===== config.mk =====
export PLATFORM = sky130hd
export DESIGN_NAME = gpio_debounce
export DESIGN_NICKNAME = d
export VERILOG_FILES = /design/src/rtl/gpio_debounce.sv
export SDC_FILE = /design/constraint.sdc
export NUM_CORES = 1
export LEC_CHECK = 0
export ABC_AREA = 0
export CAP_MARGIN = 20
export CORE_UTILIZATION = 55
export DETAILED_ROUTE_END_ITERATION = 6
export PLACE_DENSITY = 0.7
export SKIP_LAST_GASP = 1
export SLEW_MARGIN = 20
export SYNTH_ARGS = -nofsm -noshare
export SYNTH_HDL_FRONTEND = slang
export SYNTH_SLANG_ARGS = --single-unit

===== constraint.sdc =====
create_clock -name clk_clk -period 11.8 [get_ports clk_clk]
set_input_delay 1.18 -clock clk_clk [delete_from_list [all_inputs] [get_ports clk_clk]]
set_output_delay 1.18 -clock clk_clk [all_outputs]
set_load 0.1 [all_outputs]

===== src/rtl/gpio_debounce.sv =====
// Four-channel push-button debouncer with press/release strobes and auto-repeat.
// Each channel is synchronized, normalized to active-high, then qualified by a
// small FSM that requires DEBOUNCE_CYCLES consecutive equal samples before it
// accepts a level change.
//
// state        | meaning
// -------------+----------------------------------------------------------
// S_IDLE       | button released and accepted as released
// S_DB_PRESS   | input went active, counting stable pressed samples
// S_HELD       | press accepted, gpio_export high, auto-repeat running
// S_DB_RELEASE | input went inactive, counting stable released samples
module gpio_debounce #(
    parameter int DEBOUNCE_CYCLES = 500000,
    parameter int REPEAT_DELAY    = 25000000,
    parameter int REPEAT_PERIOD   = 5000000,
    parameter bit ACTIVE_LOW      = 1'b1
) (
    input  logic       clk_clk,
    input  logic       reset_reset,
    input  logic [3:0] btn_raw,
    output logic [3:0] gpio_export,
    output logic [3:0] press_pulse,
    output logic [3:0] release_pulse,
    output logic [3:0] repeat_pulse
);

    localparam int MAX_DB_RD = (DEBOUNCE_CYCLES > REPEAT_DELAY) ? DEBOUNCE_CYCLES : REPEAT_DELAY;
    localparam int MAX_ALL   = (MAX_DB_RD > REPEAT_PERIOD) ? MAX_DB_RD : REPEAT_PERIOD;
    // One extra code point so a power-of-two parameter value still fits.
    localparam int CW        = $clog2(MAX_ALL + 1);

    localparam logic [CW-1:0] DB_LAST = CW'(DEBOUNCE_CYCLES - 1);
    // Terminal values are one below the interval because the counter restarts at 0.
    localparam logic [CW-1:0] RD_TERM = CW'((REPEAT_DELAY > 0) ? REPEAT_DELAY - 1 : 0);
    localparam logic [CW-1:0] RP_TERM = CW'(REPEAT_PERIOD - 1);
    localparam bit            REPEAT_EN = (REPEAT_DELAY != 0);
    // Raw pin level of a released button; the synchronizer resets to it.
    localparam logic          RAW_IDLE  = ACTIVE_LOW;

    typedef enum logic [1:0] {
        S_IDLE       = 2'd0,
        S_DB_PRESS   = 2'd1,
        S_HELD       = 2'd2,
        S_DB_RELEASE = 2'd3
    } state_t;

    for (genvar ch = 0; ch < 4; ch++) begin : g_ch
        logic          sync1, sync2, level;
        state_t        state, state_nx;
        logic [CW-1:0] db_cnt, db_cnt_nx, db_inc;
        logic [CW-1:0] rep_cnt;
        logic          rep_first;
        logic          press_nx, release_nx;
        logic          press_q, release_q, repeat_q, gpio_q;

        // Two-flop synchronizer for the asynchronous pin.
        always_ff @(posedge clk_clk or posedge reset_reset) begin
            if (reset_reset) begin
                sync1 <= RAW_IDLE;
                sync2 <= RAW_IDLE;
            end else begin
                sync1 <= btn_raw[ch];
                sync2 <= sync1;
            end
        end

        assign level  = sync2 ^ ACTIVE_LOW;
        assign db_inc = db_cnt + CW'(1);

        // Next-state logic: a level change is accepted once the counter reaches DB_LAST.
        always_comb begin
            state_nx   = state;
            db_cnt_nx  = db_cnt;
            press_nx   = 1'b0;
            release_nx = 1'b0;
            case (state)
                S_IDLE: begin
                    if (level) begin
                        state_nx  = S_DB_PRESS;
                        db_cnt_nx = '0;
                    end
                end
                S_DB_PRESS: begin
                    if (!level) begin
                        state_nx = S_IDLE;
                    end else begin
                        db_cnt_nx = db_inc;
                        if (db_inc == DB_LAST) begin
                            state_nx = S_HELD;
                            press_nx = 1'b1;
                        end
                    end
                end
                S_HELD: begin
                    if (!level) begin
                        state_nx  = S_DB_RELEASE;
                        db_cnt_nx = '0;
                    end
                end
                S_DB_RELEASE: begin
                    if (level) begin
                        state_nx = S_HELD;
                    end else begin
                        db_cnt_nx = db_inc;
                        if (db_inc == DB_LAST) begin
                            state_nx   = S_IDLE;
                            release_nx = 1'b1;
                        end
                    end
                end
                default: state_nx = S_IDLE;
            endcase
        end

        // State, debounce counter and registered press/release/level outputs.
        always_ff @(posedge clk_clk or posedge reset_reset) begin
            if (reset_reset) begin
                state     <= S_IDLE;
                db_cnt    <= '0;
                press_q   <= 1'b0;
                release_q <= 1'b0;
                gpio_q    <= 1'b0;
            end else begin
                state     <= state_nx;
                db_cnt    <= db_cnt_nx;
                press_q   <= press_nx;
                release_q <= release_nx;
                gpio_q    <= (state_nx == S_HELD) || (state_nx == S_DB_RELEASE);
            end
        end

        // Auto-repeat: counter keeps its cadence through a release bounce, but a
        // strobe is only emitted when the channel is HELD on both sides of the edge.
        always_ff @(posedge clk_clk or posedge reset_reset) begin
            if (reset_reset) begin
                rep_cnt   <= '0;
                rep_first <= 1'b1;
                repeat_q  <= 1'b0;
            end else begin
                repeat_q <= 1'b0;
                if (press_nx) begin
                    rep_cnt   <= '0;
                    rep_first <= 1'b1;
                end else if (REPEAT_EN && (state == S_HELD || state == S_DB_RELEASE)) begin
                    if (rep_cnt == (rep_first ? RD_TERM : RP_TERM)) begin
                        rep_cnt   <= '0;
                        rep_first <= 1'b0;
                        repeat_q  <= (state == S_HELD) && (state_nx == S_HELD);
                    end else begin
                        rep_cnt <= rep_cnt + CW'(1);
                    end
                end
            end
        end

        assign gpio_export[ch]   = gpio_q;
        assign press_pulse[ch]   = press_q;
        assign release_pulse[ch] = release_q;
        assign repeat_pulse[ch]  = repeat_q;
    end

endmodule


==> metrics.txt, run 1 <==
outcome=complete, but fails checks; violated checks=DRC; most frequent cells in the layout=262 x nand2_1, 223 x dfrtp_1, 143 x o21ai_0, 111 x nand3_1, 84 x nor2_1; Yosys cell types=between 80 and 90; vias per cell=~6; register area share after synthesis=0.419; die height=roughly 160 um; Crit-path slowest cell=clkdlybuf4s50_1; Post-Route WL=around 32 mm; Port Buffer Count=21; Num CTS Buffers=27; Fmax=about 0.26 GHz; CTS tree=built; number of max-cap violations=0; htree depth=1; Leakage=0.00607 uW; syn nets=1688; worst-margin pin slew=around 1100 ps; worst min-delay path class=reg2reg; Sum Neg Setup Slack=0 ps; DPL Wire Length=roughly 21 mm; first-pass GRT wire length=between 50 and 60 mm; core area=25100 sq um; number of synthesized register bits=around 240; Worst EP arrival=2650 ps; Die W=162 um; post-CTS setup buffer count=0; initial core utilization=0.560; share of the synthesized area in the top cell type=0.397; critical path type=reg2out; vias in the first global route=11500; DIE AREA=between 20000 and 30000 sq um; total power=1720 uW; Area contributors post-synth=dfrtp_1 40%, nand2_1 7.0%, o21ai_0 5.1%, nand3_1 3.9%, nand4_1 2.5%; vias=between 10000 and 15000; RSZ-0062 raised after global routing=false; First-pass DRT Iterations=7; min Tclk post-route=3830 ps; total global routing overflow=0; initial antenna violation count=0; CP Buf/Inv Count=1; Synth warnings=0; Final Setup Violations=0; syn avg cell area=approximately 8.4 sq um; final worst-path cycle share=0.325; clock sinks=around 240; asr flop ratio synth=1.00; worst rel slew slack=0.259; Worst Setup Start Kind=register; DRC viols=1; PwrDens=~110 nW/um^2; worst-path cell chain=clkdlybuf4s50_1; # rows=between 50 and 60; clk root buf=clkbuf_16; post-CTS sizing=0; Global Route Usage Sum=0.248; post-route ant nets=0; Mapped Cells=about 1700; Synth-to-Final Area Change=8.17%; layout net count=1643; post-DR wirelength/cell=around 16 um; Clk pin slew, worst setup/hold paths=about 60 ps; most common cell after layout, fill and taps aside=nand2_1; RePlAce Congestion=approximately 0.86; Detailed Route Iter0 Violations=~750; Hold Vio Cnt, Final=0; met3 Use GR=0.0263; crit-path max cell delay=roughly 1300 ps; endpoint class of the critical path=output port; CP top delay family=buffers and inverters; largest area contributor in the synthesized netlist=dfrtp_1; IO Count=22; Max Root-Sink Buffers=3; busiest grt layer=met2; Worst VDD drop=roughly 0.10 mV; Post-synth EDFFs=0; Worst Path Max Fanout=21; clk_lat worst skew=540 ps; Post-CTS Hold Fix Bufs=0; largest net degree at the start of global routing=98; required time of the critical path=around 11000 ps; Final Slew Violations=0; Main synth FF type=dfrtp_1; Cell Area, Synth=14100 sq um; M1 GR Usage=0.352; skew final=approximately 9.6 ps; ANT cells=0; # fillers=2204; share of layout cells above drive strength 1=0.0662; met2 Use GR=0.402
## worst register-to-register path, cell delays in order (launching register included)
cell and delay, ps:
dfrtp_1 460, ha_1 250, nand3_1 260, xnor2_1 230, nand3_1 90, a2111oi_0 580
nand4_1 330, nor4b_4 320, buf_4 330, o22ai_1 160
## registers in the layout (all words and copies together), names as in the netlist
name and cells:
g_ch.rep_cnt 100, g_ch.repeat_q 4, g_ch.press_q 4, g_ch.sync1 4
g_ch.db_cnt 100, g_ch.release_q 4, g_ch.sync2 4, g_ch.state 7
g_ch.gpio_q 4, g_ch.rep_first 4
## through the flow
stage | setup WS (ps) | util | hold WS, ps | cell area, sq um | instances
finish | 7970 | 0.606 | 357 | 15200 | 1976
global route | 7890 | 0.606 | 359 | 15200 | 1976
CTS | 7950 | 0.606 | 359 | 15200 | 1976
detailed placement | 8490 | 0.572 | 349 | 14400 | 1926
global placement | 8510 | 0.572 | 346 | 14400 | 1926
floorplan | 4190 | - | 345 | 14100 | 1670
## where the power goes
part / switching (uW) / total, uW / leakage [uW] / internal (uW)
clock network: 338 / 820 / 0.000416 / 482
registers: 20.2 / 838 / 0.00322 / 817
logic: 45.4 / 65.5 / 0.00243 / 20.1
## cell usage after synthesis (12+ instances only)
cell type,n
o32ai_1,18
nor4_1,35
nor2_1,84
nand4_1,56
xnor2_1,35
and3_1,41
dfrtp_1,223
dfstp_2,12
mux2i_1,20
clkbuf_1,74
nor3_1,62
xor2_1,27
or3_1,22
a31oi_1,20
a21oi_1,48
buf_4,16
nand3_1,111
a22o_1,28
and2_1,21
inv_1,53
buf_2,15
o21ai_0,143
ha_1,12
o31ai_1,46
o22ai_1,19
nand2_1,262
## per-layer routing
layer / vias up / wire length [um]
met4: 0 / 706
met3: 49 / 1180
li1: 6022 / -
met2: 264 / 14600
met5: - / 0
met1: 5839 / 15100
## area by class of cell
type	instances	area, sq um	area share
clock buffer	41	788	0.0518
inverter	55	214	0.0141
tap	330	413	0.0271
multi-input combinational	1269	7500	0.493
timing repair buffer	37	330	0.0217
clock inverter	9	83.8	0.00551
sequential	235	5900	0.387
## final timing paths
kind | from | endpoint | slack (ps) | cells past startpoint
max | g_ch[0].gpio_q | gpio_export[0] | 7970 | 1
min | g_ch[0].sync1 | g_ch[0].sync2 | 360 | 0
max reg2reg | g_ch[1].db_cnt[0] | g_ch[1].rep_cnt[0] | 8620 | 9
min reg2reg | g_ch[0].sync1 | g_ch[0].sync2 | 360 | 0
min in group asynchronous | reset_reset | g_ch[2].gpio_q | 1160 | 2
max in group asynchronous | reset_reset | g_ch[1].db_cnt[1] | 9160 | 3
## kinds of logic (layout without fill, tap and decap cells)
family                     Yosys count  in the layout  share of synthesized area
muxes                               22             22                     0.0158
AOI/OAI and AO/OA                  392            392                      0.180
buffers and inverters              166            142                     0.0509
and+or+nand+nor                    781            781                      0.285
DFF                                235            235                      0.419
xor gates and xnor gates            62             62                     0.0386
adders and majority gates           12             12                     0.0107
No activity file was read; power rests on OpenSTA's default activity.
==> run 2, diff against run 1 <==
- clock period: 11.8 -> 3.8 ns (I/O delays scaled with it)
==> metrics.txt, run 2 (same netlist as run 1, synthesis figures left out) <==
IO Count=22; clock sinks=235; First-pass DRT Iterations=6; clk root buf=clkbuf_16; most frequent cells in the layout=262 x nand2_1, 223 x dfrtp_1, 143 x o21ai_0, 111 x nand3_1, 84 x nor2_1; NetSw=1240 uW; DRC viols=0; Final Setup Violations=0; Fmax=approximately 0.32 GHz; Port Buffer Count=21; DPL Wire Length=20.9 mm; RePlAce Congestion=0.843; Synth-to-Final Area Change=9.41%; crit-path max cell delay=roughly 430 ps; Worst VDD drop=0.375 mV; Detailed Route Iter0 Violations=1192; outcome=finished, final reports clean; Post-Route Hold Slack=roughly 250 ps; CP Buf/Inv Count=1; initial antenna violation count=0; first-pass GRT wire length=roughly 55 mm; largest net degree at the start of global routing=72; vias=around 12000; clk_lat worst skew=approximately 540 ps; Crit-path slowest cell=nor4_1; min Tclk post-route=3080 ps; CTS tree=built; core area=25100 sq um; Reg power frac=0.471; Worst Setup Start Kind=register; initial core utilization=0.560; Clk pin slew, worst setup/hold paths=around 60 ps; worst rel slew slack=0.341; Worst Path Max Fanout=25; Post-Route WL=about 32 mm; final worst-path cycle share=0.811; Clk pwr share=0.488; ANT cells=0; required time of the critical path=between 4000 and 5000 ps; endpoint class of the critical path=register; worst-margin pin slew=just under 1000 ps; htree depth=1; RSZ-0062 raised after global routing=false; Logic pwr share=0.041; vias per cell=6.10; die height=roughly 160 um; Post-CTS Hold Fix Bufs=0; post-CTS sizing=0; layout net count=around 1700; number of max-cap violations=0; share of layout cells above drive strength 1=0.0742; # fillers=about 2200; Max Root-Sink Buffers=3; Num CTS Buffers=27; Global Route Usage Sum=0.249; biggest regs=g_ch.db_cnt x100, g_ch.rep_cnt x100, g_ch.state x7; Final Slew Violations=0; post-CTS setup buffer count=0; critical path type=reg2reg; CP top delay family=simple AND/OR/NAND/NOR gates; Hold Vio Cnt, Final=0; post-route ant nets=0; Sum Neg Setup Slack=0 ps; skew final=between 15 and 20 ps; DIE AREA=~26000 sq um; worst min-delay path class=in2reg; most common cell after layout, fill and taps aside=nand2_1; worst-path cell chain=ha_1 > nand4_1 > nor3_2 > and3_1 > o21ai_0 > nor4_1 > a31oi_2 > buf_4 > a211o_1; post-DR wirelength/cell=~16 um; vias in the first global route=11200; Worst EP arrival=between 3000 and 4000 ps; total global routing overflow=0; PwrDens=approximately 360 nW/um^2; # rows=a little under 60; Int Pwr=around 4300 uW; Die W=about 160 um; switch share=0.225; Leakage=about 0.006 uW
==> run 2: changes by cell type in the layout (fill, tap and decap cells not counted), sizes merged <==
cell    before  now
buf         16   30
clkbuf      41   38
bufinv       1    4
inv         54   52
==> run 2: area by class of cell <==
class	count	area, sq um	area share
multi-input cells	1269	7500	0.487
well taps	330	413	0.0268
flip-flops and latches	235	5900	0.383
inverters	55	210	0.0137
clock inverters	10	158	0.0102
clock buffers	38	757	0.0492
repair buffers	51	460	0.0299
==> run 2: through the flow <==
step / utilization / total power [uW] / instances / area [sq um] / setup slack, ps
floorplan: - / 2790 / 1670 / 14100 / 352
global placement: 0.577 / 2860 / 1940 / 14500 / 831
detailed placement: 0.577 / 2860 / 1940 / 14500 / 738
CTS: 0.613 / 5570 / 1988 / 15400 / 707
global route: 0.613 / 5700 / 1988 / 15400 / 393
finish: 0.613 / 5500 / 1988 / 15400 / 717
==> run 2: power by group through the flow <==
stage          Clock [uW]  Sequential [uW]  Combinational [uW]
6_report             2690             2590                 224
3_5_place_dp            0             2640                 230
5_1_grt              2840             2600                 262
3_3_place_gp            0             2630                 225
2_1_floorplan           0             2610                 186
4_1_cts              2750             2590                 231
==> run 2: metal layers <==
layer  vias to the layer above  share of wire  track usage  wire, um
li1                       6039              -            -         -
met1                      5786           0.47        0.357     15000
met2                       261           0.47        0.403     14800
met3                        49          0.043       0.0271      1350
met4                         0          0.019       0.0579       600
met5                         -              0            0         0
==> run 2: worst paths after layout <==
path	start	end	slack (ps)	depth (start not counted)
worst min-delay path	btn_raw[0]	g_ch[0].sync1	250	1
worst min register to register	g_ch[0].sync1	g_ch[0].sync2	350	0
max in group asynchronous	reset_reset	g_ch[3].sync1	2490	3
worst max register to register	g_ch[3].db_cnt[0]	g_ch[3].rep_cnt[24]	720	9
worst max-delay path	g_ch[3].db_cnt[0]	g_ch[3].rep_cnt[24]	720	9
min in group asynchronous	reset_reset	g_ch[1].db_cnt[10]	370	2
==> run 2: worst register-to-register path, delay by kind of cell, from the launching register on <==
family / cells / cell delay (ps)
simple gates: 4 / 1370
fa+ha+maj: 1 / 370
compound gates: 3 / 550
buf+inv: 1 / 270
flops: 1 / 400
